$ cat config.mk
export PLATFORM = sky130hd
export DESIGN_NAME = busca_instrucao
export DESIGN_NICKNAME = d
export VERILOG_FILES = /design/src/rtl/busca_pkg.sv /design/src/rtl/fila_instrucao.sv /design/src/rtl/busca_instrucao.sv
export SDC_FILE = /design/constraint.sdc
export NUM_CORES = 1
export LEC_CHECK = 0
export ABC_AREA = 1
export BUFFER_PORTS_ARGS = -buffer_cell sky130_fd_sc_hd__buf_2
export CORE_ASPECT_RATIO = 0.6
export CORE_MARGIN = 2
export CORE_UTILIZATION = 40
export DETAILED_ROUTE_END_ITERATION = 6
export GPL_ROUTABILITY_DRIVEN = 0
export REMOVE_ABC_BUFFERS = 1
export SKIP_LAST_GASP = 1
export SLEW_MARGIN = 5
export SYNTH_ARGS = -nofsm -noshare
export SYNTH_HDL_FRONTEND = slang
export SYNTH_SLANG_ARGS = --single-unit
export TNS_END_PERCENT = 100
$ cat constraint.sdc
create_clock -name clk -period 2.6 [get_ports clk]
set_input_delay 0.13 -clock clk [delete_from_list [all_inputs] [get_ports clk]]
set_output_delay 0.13 -clock clk [all_outputs]
set_load 0.005 [all_outputs]
$ cat src/rtl/busca_pkg.sv
// Shared types and constants for the instruction fetch unit.
// Latency: n/a (declarations only). Backpressure: n/a.
// Holds the fetch FSM states, the HALT opcode and the default geometry.
package busca_pkg;

    typedef enum logic [1:0] {
        OCIOSO,
        BUSCANDO,
        PARADO
    } estado_t;

    localparam logic [7:0] HALT                = 8'hFF;
    localparam int         ENDERECO_W_PADRAO   = 8;
    localparam int         PROFUNDIDADE_PADRAO = 32;

    function automatic logic e_halt(input logic [7:0] instrucao);
        return instrucao == HALT;
    endfunction

endpackage

$ cat src/rtl/fila_instrucao.sv
// Two-entry instruction FIFO with flush; head word is 8'h00 while empty.
// Latency: a push is visible at the head on the next cycle.
// Backpressure: push is ignored when full unless a pop happens in the same cycle.
module fila_instrucao (
    input  logic       clk,
    input  logic       reset,
    input  logic       push,
    input  logic       pop,
    input  logic       flush,
    input  logic [7:0] dado_in,
    output logic [7:0] dado_out,
    output logic [1:0] contagem
);

    logic [7:0] cabeca;
    logic [7:0] cauda;
    logic       pop_ok;
    logic       push_ok;

    assign pop_ok   = pop && (contagem != 2'd0);
    assign push_ok  = push && ((contagem != 2'd2) || pop_ok);
    assign dado_out = (contagem != 2'd0) ? cabeca : 8'h00;

    always_ff @(posedge clk) begin
        if (reset || flush) begin
            contagem <= 2'd0;
        end else begin
            case ({push_ok, pop_ok})
                2'b10: begin
                    if (contagem == 2'd0) cabeca <= dado_in;
                    else                  cauda  <= dado_in;
                    contagem <= contagem + 2'd1;
                end
                2'b01: begin
                    cabeca   <= cauda;
                    contagem <= contagem - 2'd1;
                end
                2'b11: begin
                    // Count stays put; the new word lands behind whatever survives the pop.
                    if (contagem == 2'd2) begin
                        cabeca <= cauda;
                        cauda  <= dado_in;
                    end else begin
                        cabeca <= dado_in;
                    end
                end
                default: ;
            endcase
        end
    end

endmodule

$ cat src/rtl/busca_instrucao.sv
// Instruction fetch unit: PC, jump handling and a 2-deep buffer toward decode.
// Latency: a word fetched in cycle N is presented in cycle N+1. Backpressure: fetch stalls while the buffer is full and not popped.
// Optional BUSCA_INSTRUCAO_HALT_EN: fetching 8'hFF parks the unit in PARADO until a jump or reset.
module busca_instrucao
    import busca_pkg::*;
#(
    parameter int ENDERECO_W   = ENDERECO_W_PADRAO,
    parameter int PROFUNDIDADE = PROFUNDIDADE_PADRAO
) (
    input  logic                  clk,
    input  logic                  reset,
    input  logic                  habilitar,
    output logic [ENDERECO_W-1:0] ler_endereco,
    input  logic [7:0]            instrucao_in,
    input  logic                  salto_valido,
    input  logic [ENDERECO_W-1:0] salto_endereco,
    output logic [7:0]            instrucao_out,
    output logic                  instrucao_valida,
    input  logic                  pronto,
    output logic                  erro_endereco,
    output logic                  parado
);

    localparam logic [ENDERECO_W-1:0] ULTIMO = ENDERECO_W'(PROFUNDIDADE - 1);

    estado_t               estado;
    logic [ENDERECO_W-1:0] pc;
    logic [1:0]            contagem;
    logic                  pop;
    logic                  busca;
    logic                  fora;
    logic                  achou_halt;

    assign ler_endereco     = pc;
    assign instrucao_valida = contagem != 2'd0;
    assign pop              = instrucao_valida && pronto;
    assign busca            = (estado == BUSCANDO) && !salto_valido &&
                              ((contagem != 2'd2) || pop);
    assign fora             = 32'(salto_endereco) >= 32'(PROFUNDIDADE);

`ifdef BUSCA_INSTRUCAO_HALT_EN
    assign achou_halt = busca && e_halt(instrucao_in);
    assign parado     = estado == PARADO;
`else
    assign achou_halt = 1'b0;
    assign parado     = 1'b0;
`endif

    always_ff @(posedge clk) begin
        if (reset) begin
            estado        <= OCIOSO;
            pc            <= '0;
            erro_endereco <= 1'b0;
        end else begin
            erro_endereco <= salto_valido && fora;
            if (salto_valido) begin
                pc <= fora ? '0 : salto_endereco;
                // A jump never wakes an idle unit; elsewhere habilitar picks the next state.
                if (estado != OCIOSO)
                    estado <= habilitar ? BUSCANDO : OCIOSO;
            end else begin
                if (busca)
                    pc <= (pc == ULTIMO) ? '0 : pc + 1'b1;
                case (estado)
                    OCIOSO:   if (habilitar) estado <= BUSCANDO;
                    BUSCANDO: begin
                        if (achou_halt)      estado <= PARADO;
                        else if (!habilitar) estado <= OCIOSO;
                    end
                    default: ;
                endcase
            end
        end
    end

    fila_instrucao u_fila (
        .clk      (clk),
        .reset    (reset),
        .push     (busca),
        .pop      (pop),
        .flush    (salto_valido),
        .dado_in  (instrucao_in),
        .dado_out (instrucao_out),
        .contagem (contagem)
    );

endmodule

Word-level counts from Yosys, hierarchy flattened

Cells that the tools add are included.

Register bits after elaboration: 29
Input bits: 21
Logic and storage cells: 64

$add $sub $neg: 3
$lt $le $gt $ge: 1
Equality and inequality tests: 13
Multiplexer cells: 18
Bitwise operators: 1
Reduce and logical (&&, ||, !) cells: 22

Operators with widths:

| operator                                                           | number |
|---|---|
| two-way mux 8 bit                                                  | 9 |
| case mux 8 bit (3 select lines)                                    | 1 |
| case mux 8 bit (2 select lines)                                    | 1 |
| nonzero test 2 bit                                                 | 5 |
| adder 8 x 1 -> 8 bit (second input constant)                       | 1 |
| == test 8 x 5 -> 1 bit (second input constant)                     | 1 |
| greater-or-equal comparator 8 x 6 -> 1 bit (second input constant) | 1 |
| two-way mux 2 bit                                                  | 4 |
| case mux 2 bit (2 select lines)                                    | 2 |
| AND reduction 4 bit                                                | 2 |
| == test 2 bit (second input constant)                              | 3 |
| logical AND 1 bit                                                  | 6 |
| inequality test 2 x 1 -> 1 bit (second input constant)             | 3 |
| inequality test 3 bit (second input constant)                      | 2 |
| nonzero test 3 bit                                                 | 2 |
| == test 2 x 1 -> 1 bit (second input constant)                     | 2 |
| zero test 2 bit                                                    | 2 |
| inequality test 2 bit (second input constant)                      | 2 |
| logical OR 1 bit                                                   | 3 |
| AND reduction 3 bit                                                | 1 |
| adder 2 x 1 -> 2 bit (second input constant)                       | 1 |
| subtractor 2 x 1 -> 2 bit (second input constant)                  | 1 |
| zero test 1 bit                                                    | 1 |
| two-way mux 1 bit                                                  | 1 |
| NOT 1 bit                                                          | 1 |

Depth between registers and ports, before layout

Depth after elaboration: 8
Mapped depth: 9
Gate-level depth less buffers: 9

By module

A second synthesis with hierarchy kept.

Cell total of the unflattened synthesis: 202
Area total of the unflattened synthesis: 1493.9 sq um

By module, submodules not included:

| module          | times used | cells an instance | area each (sq um) | seq. area each (sq um) |
|---|---|---|---|---|
| fila_instrucao  | 1          | 88                | 817.0             | 520.5 |
| busca_instrucao | 1          | 114               | 676.9             | 200.2 |

Least setup slack after synthesis

Ideal clock, no wire load.

Kind: register to register
From: reg u_fila.contagem[1]
To: reg u_fila.cauda[0] (enable)
Arrival time: 1.858 ns
Required time: 2.215 ns
Setup slack: 0.357 ns
Cell stages (with the launch flop): 9
Period minus slack after synthesis: 2.243 ns
Cell sequence: dfxtp_1 inv_1 nand2_2 nand2_1 clkinv_1 ha_1 inv_1 a21oi_1 nor3b_1

Cells in the longest elaborated chain, start to end: 8

RTL lines:

| element                                                                 | RTL line                                    | RTL |
|---|---|---|
| start: declaration                                                      | fila_instrucao.sv:12                        | `output logic [1:0] contagem` |
| start signal: assignment                                                | fila_instrucao.sv:32                        | `contagem <= contagem + 2'd1;` |
| start signal: assignment                                                | fila_instrucao.sv:36                        | `contagem <= contagem - 2'd1;` |
| nonzero test 2 bit (*)                                                  | busca_instrucao.sv:35                       | `assign instrucao_valida = contagem != 2'd0;` |
| named net instrucao_valida                                              | busca_instrucao.sv:18                       | `output logic instrucao_valida,` |
| logical AND 1 bit                                                       | busca_instrucao.sv:36                       | `assign pop = instrucao_valida && pronto;` |
| logical OR 1 bit or logical AND 1 bit (tied branches)                   | busca_instrucao.sv:38, fila_instrucao.sv:20 |  |
| logical AND 1 bit or logical OR 1 bit (tied branches)                   | busca_instrucao.sv:37, fila_instrucao.sv:21 |  |
| logical AND 1 bit                                                       | fila_instrucao.sv:21                        | `assign push_ok = push && ((contagem != 2'd2) \|\| pop_ok);` |
| == test 2 bit                                                           | fila_instrucao.sv:28                        | `case ({push_ok, pop_ok})` |
| inequality test 2 x 1 -> 1 bit (no source line) (tied with other cells) | n/a                                         |  |
| AND reduction 4 bit (no source line) (*)                                | n/a                                         |  |
| end signal: assignment                                                  | fila_instrucao.sv:31                        | `else cauda <= dado_in;` |
| end signal: assignment                                                  | fila_instrucao.sv:42                        | `cauda <= dado_in;` |
| end: declaration                                                        | fila_instrucao.sv:16                        | `logic [7:0] cauda;` |

The timed path passes the listed nets; every way through them passes the cells marked *.
A chain may end at the register's enable or synchronous reset.

Worst setup path in the final report

From: reg u_fila.contagem[1]
To: reg u_fila.cauda[6] (enable)

Cells in the longest elaborated chain, start to end: 8

RTL lines:

| element                                                                 | RTL line |
|---|---|
| nonzero test 2 bit                                                      | fila_instrucao.sv:20, busca_instrucao.sv:35 |
| logical AND 1 bit                                                       | busca_instrucao.sv:36 |
| logical OR 1 bit or logical AND 1 bit (tied branches)                   | busca_instrucao.sv:38, fila_instrucao.sv:20 |
| logical AND 1 bit or logical OR 1 bit (tied branches)                   | busca_instrucao.sv:37, fila_instrucao.sv:21 |
| logical AND 1 bit                                                       | fila_instrucao.sv:21 |
| == test 2 bit                                                           | fila_instrucao.sv:28 |
| inequality test 2 x 1 -> 1 bit (no source line) (tied with other cells) | n/a |
| AND reduction 4 bit (no source line) (*)                                | n/a |

Every way passes the cells marked *; elsewhere a longest branch is shown, timed or not.

==> flow_summary_export.csv <==
group,metric,value,unit
clock_tree,cts_tree,"yes",
setup_path,slowest_delay,0.55,ns
finish,area_growth,23.6,%
synthesis,seq_area_frac_synth,48.6,%
global_route,gr-usage-met2,21.6,%
sta,grt_setup_unrepaired,"no",
routing,drtIter0Drc,85,
finish,layout_common_cells,"nand2_1 (46), buf_2 (38), inv_1 (25)",
clock_tree,clkLatencyLatePin,0.27,ns
job,drv_cap,0,
place,post-dp-hpwl,2560,um
setup_path,path_class,"flip-flop to flip-flop",
synthesis,ys_seq_elements,28,
sta,skew,0.00489,ns
global_route,antenna_found_initial,0,
global_route,grt_max_degree,17,
floorplan,die_h,51.1,um
setup_path,crit_slowest_cell,"nor3b_2",
synthesis,synthCells,189,
pwr,ir_worst_vdd,0.248,mV
floorplan,die_area,4220,sq um
floorplan,ios,40,
routing,dr.pass1.iters,4,
setup_path,path_max_fanout,8,
finish,final_common_cell,"nand2_1",
floorplan,start_util,41.0,%
setup_path,cp_common_cell,"inv_1",
sta,slew_headroom,58.9,%
routing,postRouteAntennaNets,0,
routing,wl,3330,um
setup_path,critical-path-top-delay-family,"simple AND/OR/NAND/NOR gates",
global_route,busiest_layer,"met1",
setup_path,worstPathRequired,2.52,ns
finish,final_cell_area,1830,sq um
global_route,grt_usage,17.7,%
synthesis,synth.distinct_cells,27,
global_route,grt_overflow_total,0,
sta,finalHoldViolCount,0,
clock_tree,clock_path_buffers,2,
clock_tree,cts_sinks,28,
clock_tree,htree_levels,1,
sta,tightest_slew,0.613,ns
min_path,hold_class,"input pin to flip-flop",
setup_path,worstSetupEndpointType,"flip-flop",
sta,fin_crit,1.99,ns
synthesis,synth_area,1480,sq um
routing,route.detailed.drc,0,
clock_tree,clk_pin_slew,0.10,ns
finish,drive_gt1_share,24.8,%
finish,fill_cells,358,
sta,period_share,76.4,%
pwr,power_density,498,nW/um^2
synthesis,yosys_warnings,0,
run_status,run_status,"finished, final reports clean",
global_route,use_met3,4.06,%
pwr,p_leak,0.871,nW
global_route,met1_usage,30.2,%
setup_path,critPathArrivalTime,1.91,ns
synthesis,avgSynthCellArea,7.84,sq um
floorplan,num_rows,17,
clock_tree,cts_buffers,3,
place,place.port_buffers,38,
setup_path,crit_path_cell_trace,"inv_1, nand2_2, nand2_1, clkinv_1, ha_1, inv_1, a21oi_1, nor3b_2",
finish,final_nets,260,
clock_tree,cts_root_buf,"clkbuf_8",
sta,setup_viol,0,
floorplan,fp.dieW,82.6,um
routing,vias,1323,
place,place_area,1760,sq um
sta,slew_viol_final,0,
sta,fmax,0.503,GHz
floorplan,core_area,3620,sq um
sta,setup_tns,0,ns
setup_path,worstSetupStartpointType,"flip-flop",
setup_path,crit_buf_inv,3,
routing,wl_per_cell,11.9,um
clock_tree,post-cts-setup-buffer-count,0,
global_route,grt_pass1_wl,5580,um
finish,diodes,0,
routing,vias_per_cell,4.71,
global_route,grt_pass1_vias,1167,
[metrics by stage]
stage,instances,total power (W),util [%],hold slack [ns],setup WS [ns]
detailed placement,277,0.000581,48.5,0.329,0.186
CTS,281,0.000924,50.5,0.0353,0.173
global placement,277,0.000581,48.5,0.333,0.285
floorplan,187,0.000539,-,0.199,0.179
finish,281,0.000912,50.7,0.0398,0.613
global route,281,0.000955,50.7,0.0324,0.419
[kinds of logic (layout without fill, tap and decap cells)]
logic type | count (synthesis) | after routing | share of synthesized area [%]
compound gates | 28 | 28 | 10.6
xor+xnor | 2 | 2 | 1.18
fa+ha+maj | 4 | 4 | 3.38
buf+inv | 31 | 76 | 8.36
flops | 28 | 28 | 48.6
other cells | 1 | 1 | 0.253
simple gates | 95 | 95 | 27.5
[report_power, final]
part           internal (W)  switching (W)
clock              0.000206       0.000135
combinational     0.0000355      0.0000496
sequential         0.000477     0.00000917
total              0.000719       0.000194
[worst paths after layout]
| path | start | to | slack, ns | depth (start not counted) |
|---|---|---|---|---|
| max | u_fila.contagem[1] | u_fila.cauda[6] | 0.61 | 8 |
| min | instrucao_in[0] | u_fila.cauda[0] | 0.04 | 1 |
| max reg2reg | u_fila.contagem[1] | u_fila.cauda[6] | 0.61 | 8 |
| min reg2reg | estado[0] | estado[0] | 0.46 | 2 |
[layout make-up]
class / instances / area (sq um) / share of cell area, %
multi-input combinational: 130 / 642 / 35.0
sequential: 28 / 721 / 39.3
tap: 47 / 58.8 / 3.21
clock inverter: 1 / 30.0 / 1.64
inverter: 29 / 111 / 6.08
timing repair buffer: 43 / 228 / 12.4
clock buffer: 3 / 41.3 / 2.25
[worst reg2reg max path, cell delays in order (launching register included)]
cell      delay (ns)
dfxtp_1         0.35
inv_1           0.09
nand2_2         0.07
nand2_1         0.11
clkinv_1        0.09
ha_1            0.22
inv_1           0.08
a21oi_1         0.06
nor3b_2         0.55
[sequential cells by signal, summed over array words and instances, names as in the netlist]
register,count
ler_endereco,8
u_fila.cabeca,8
u_fila.cauda,8
u_fila.contagem,2
erro_endereco,1
estado,1
[routing by layer]
metal	vias to the layer above	wire length (um)
met5	-	0
met4	0	0
met2	32	1240
met1	590	1890
li1	701	-
met3	0	197
[timing repair]
item / CTS / global route
endpoints found under the setup margin: 0 / 7
hold buffers: 0 / 0
gates resized for setup: 0 / 1
[synthesized netlist by cell type]
| cell | number | area [sq um] |
|---|---|---|
| xor2_1 | 1 | 8.76 |
| inv_2 | 1 | 3.75 |
| o21ai_4 | 1 | 16.3 |
| buf_4 | 1 | 7.51 |
| nor2_2 | 2 | 12.5 |
| nand3b_1 | 1 | 7.51 |
| nor3_1 | 2 | 10.0 |
| nor2_1 | 23 | 86.3 |
| nor3b_1 | 1 | 7.51 |
| conb_1 | 1 | 3.75 |
| nand2_4 | 1 | 11.3 |
| nand2_1 | 46 | 173 |
| clkinv_2 | 2 | 10.0 |
| nand2_2 | 2 | 12.5 |
| ha_1 | 4 | 50.1 |
| dfxtp_1 | 12 | 240 |
| inv_1 | 25 | 93.8 |
| nand4_1 | 2 | 12.5 |
| clkinv_1 | 1 | 3.75 |
| buf_2 | 1 | 5.00 |
| o21ai_0 | 15 | 75.1 |
| a21oi_2 | 1 | 8.76 |
| edfxtp_1 | 16 | 480 |
| nand3_1 | 15 | 75.1 |
| a21oi_1 | 10 | 50.1 |
| xnor2_1 | 1 | 8.76 |
| o21bai_1 | 1 | 7.51 |
No activity file was read; power rests on OpenSTA's default activity.
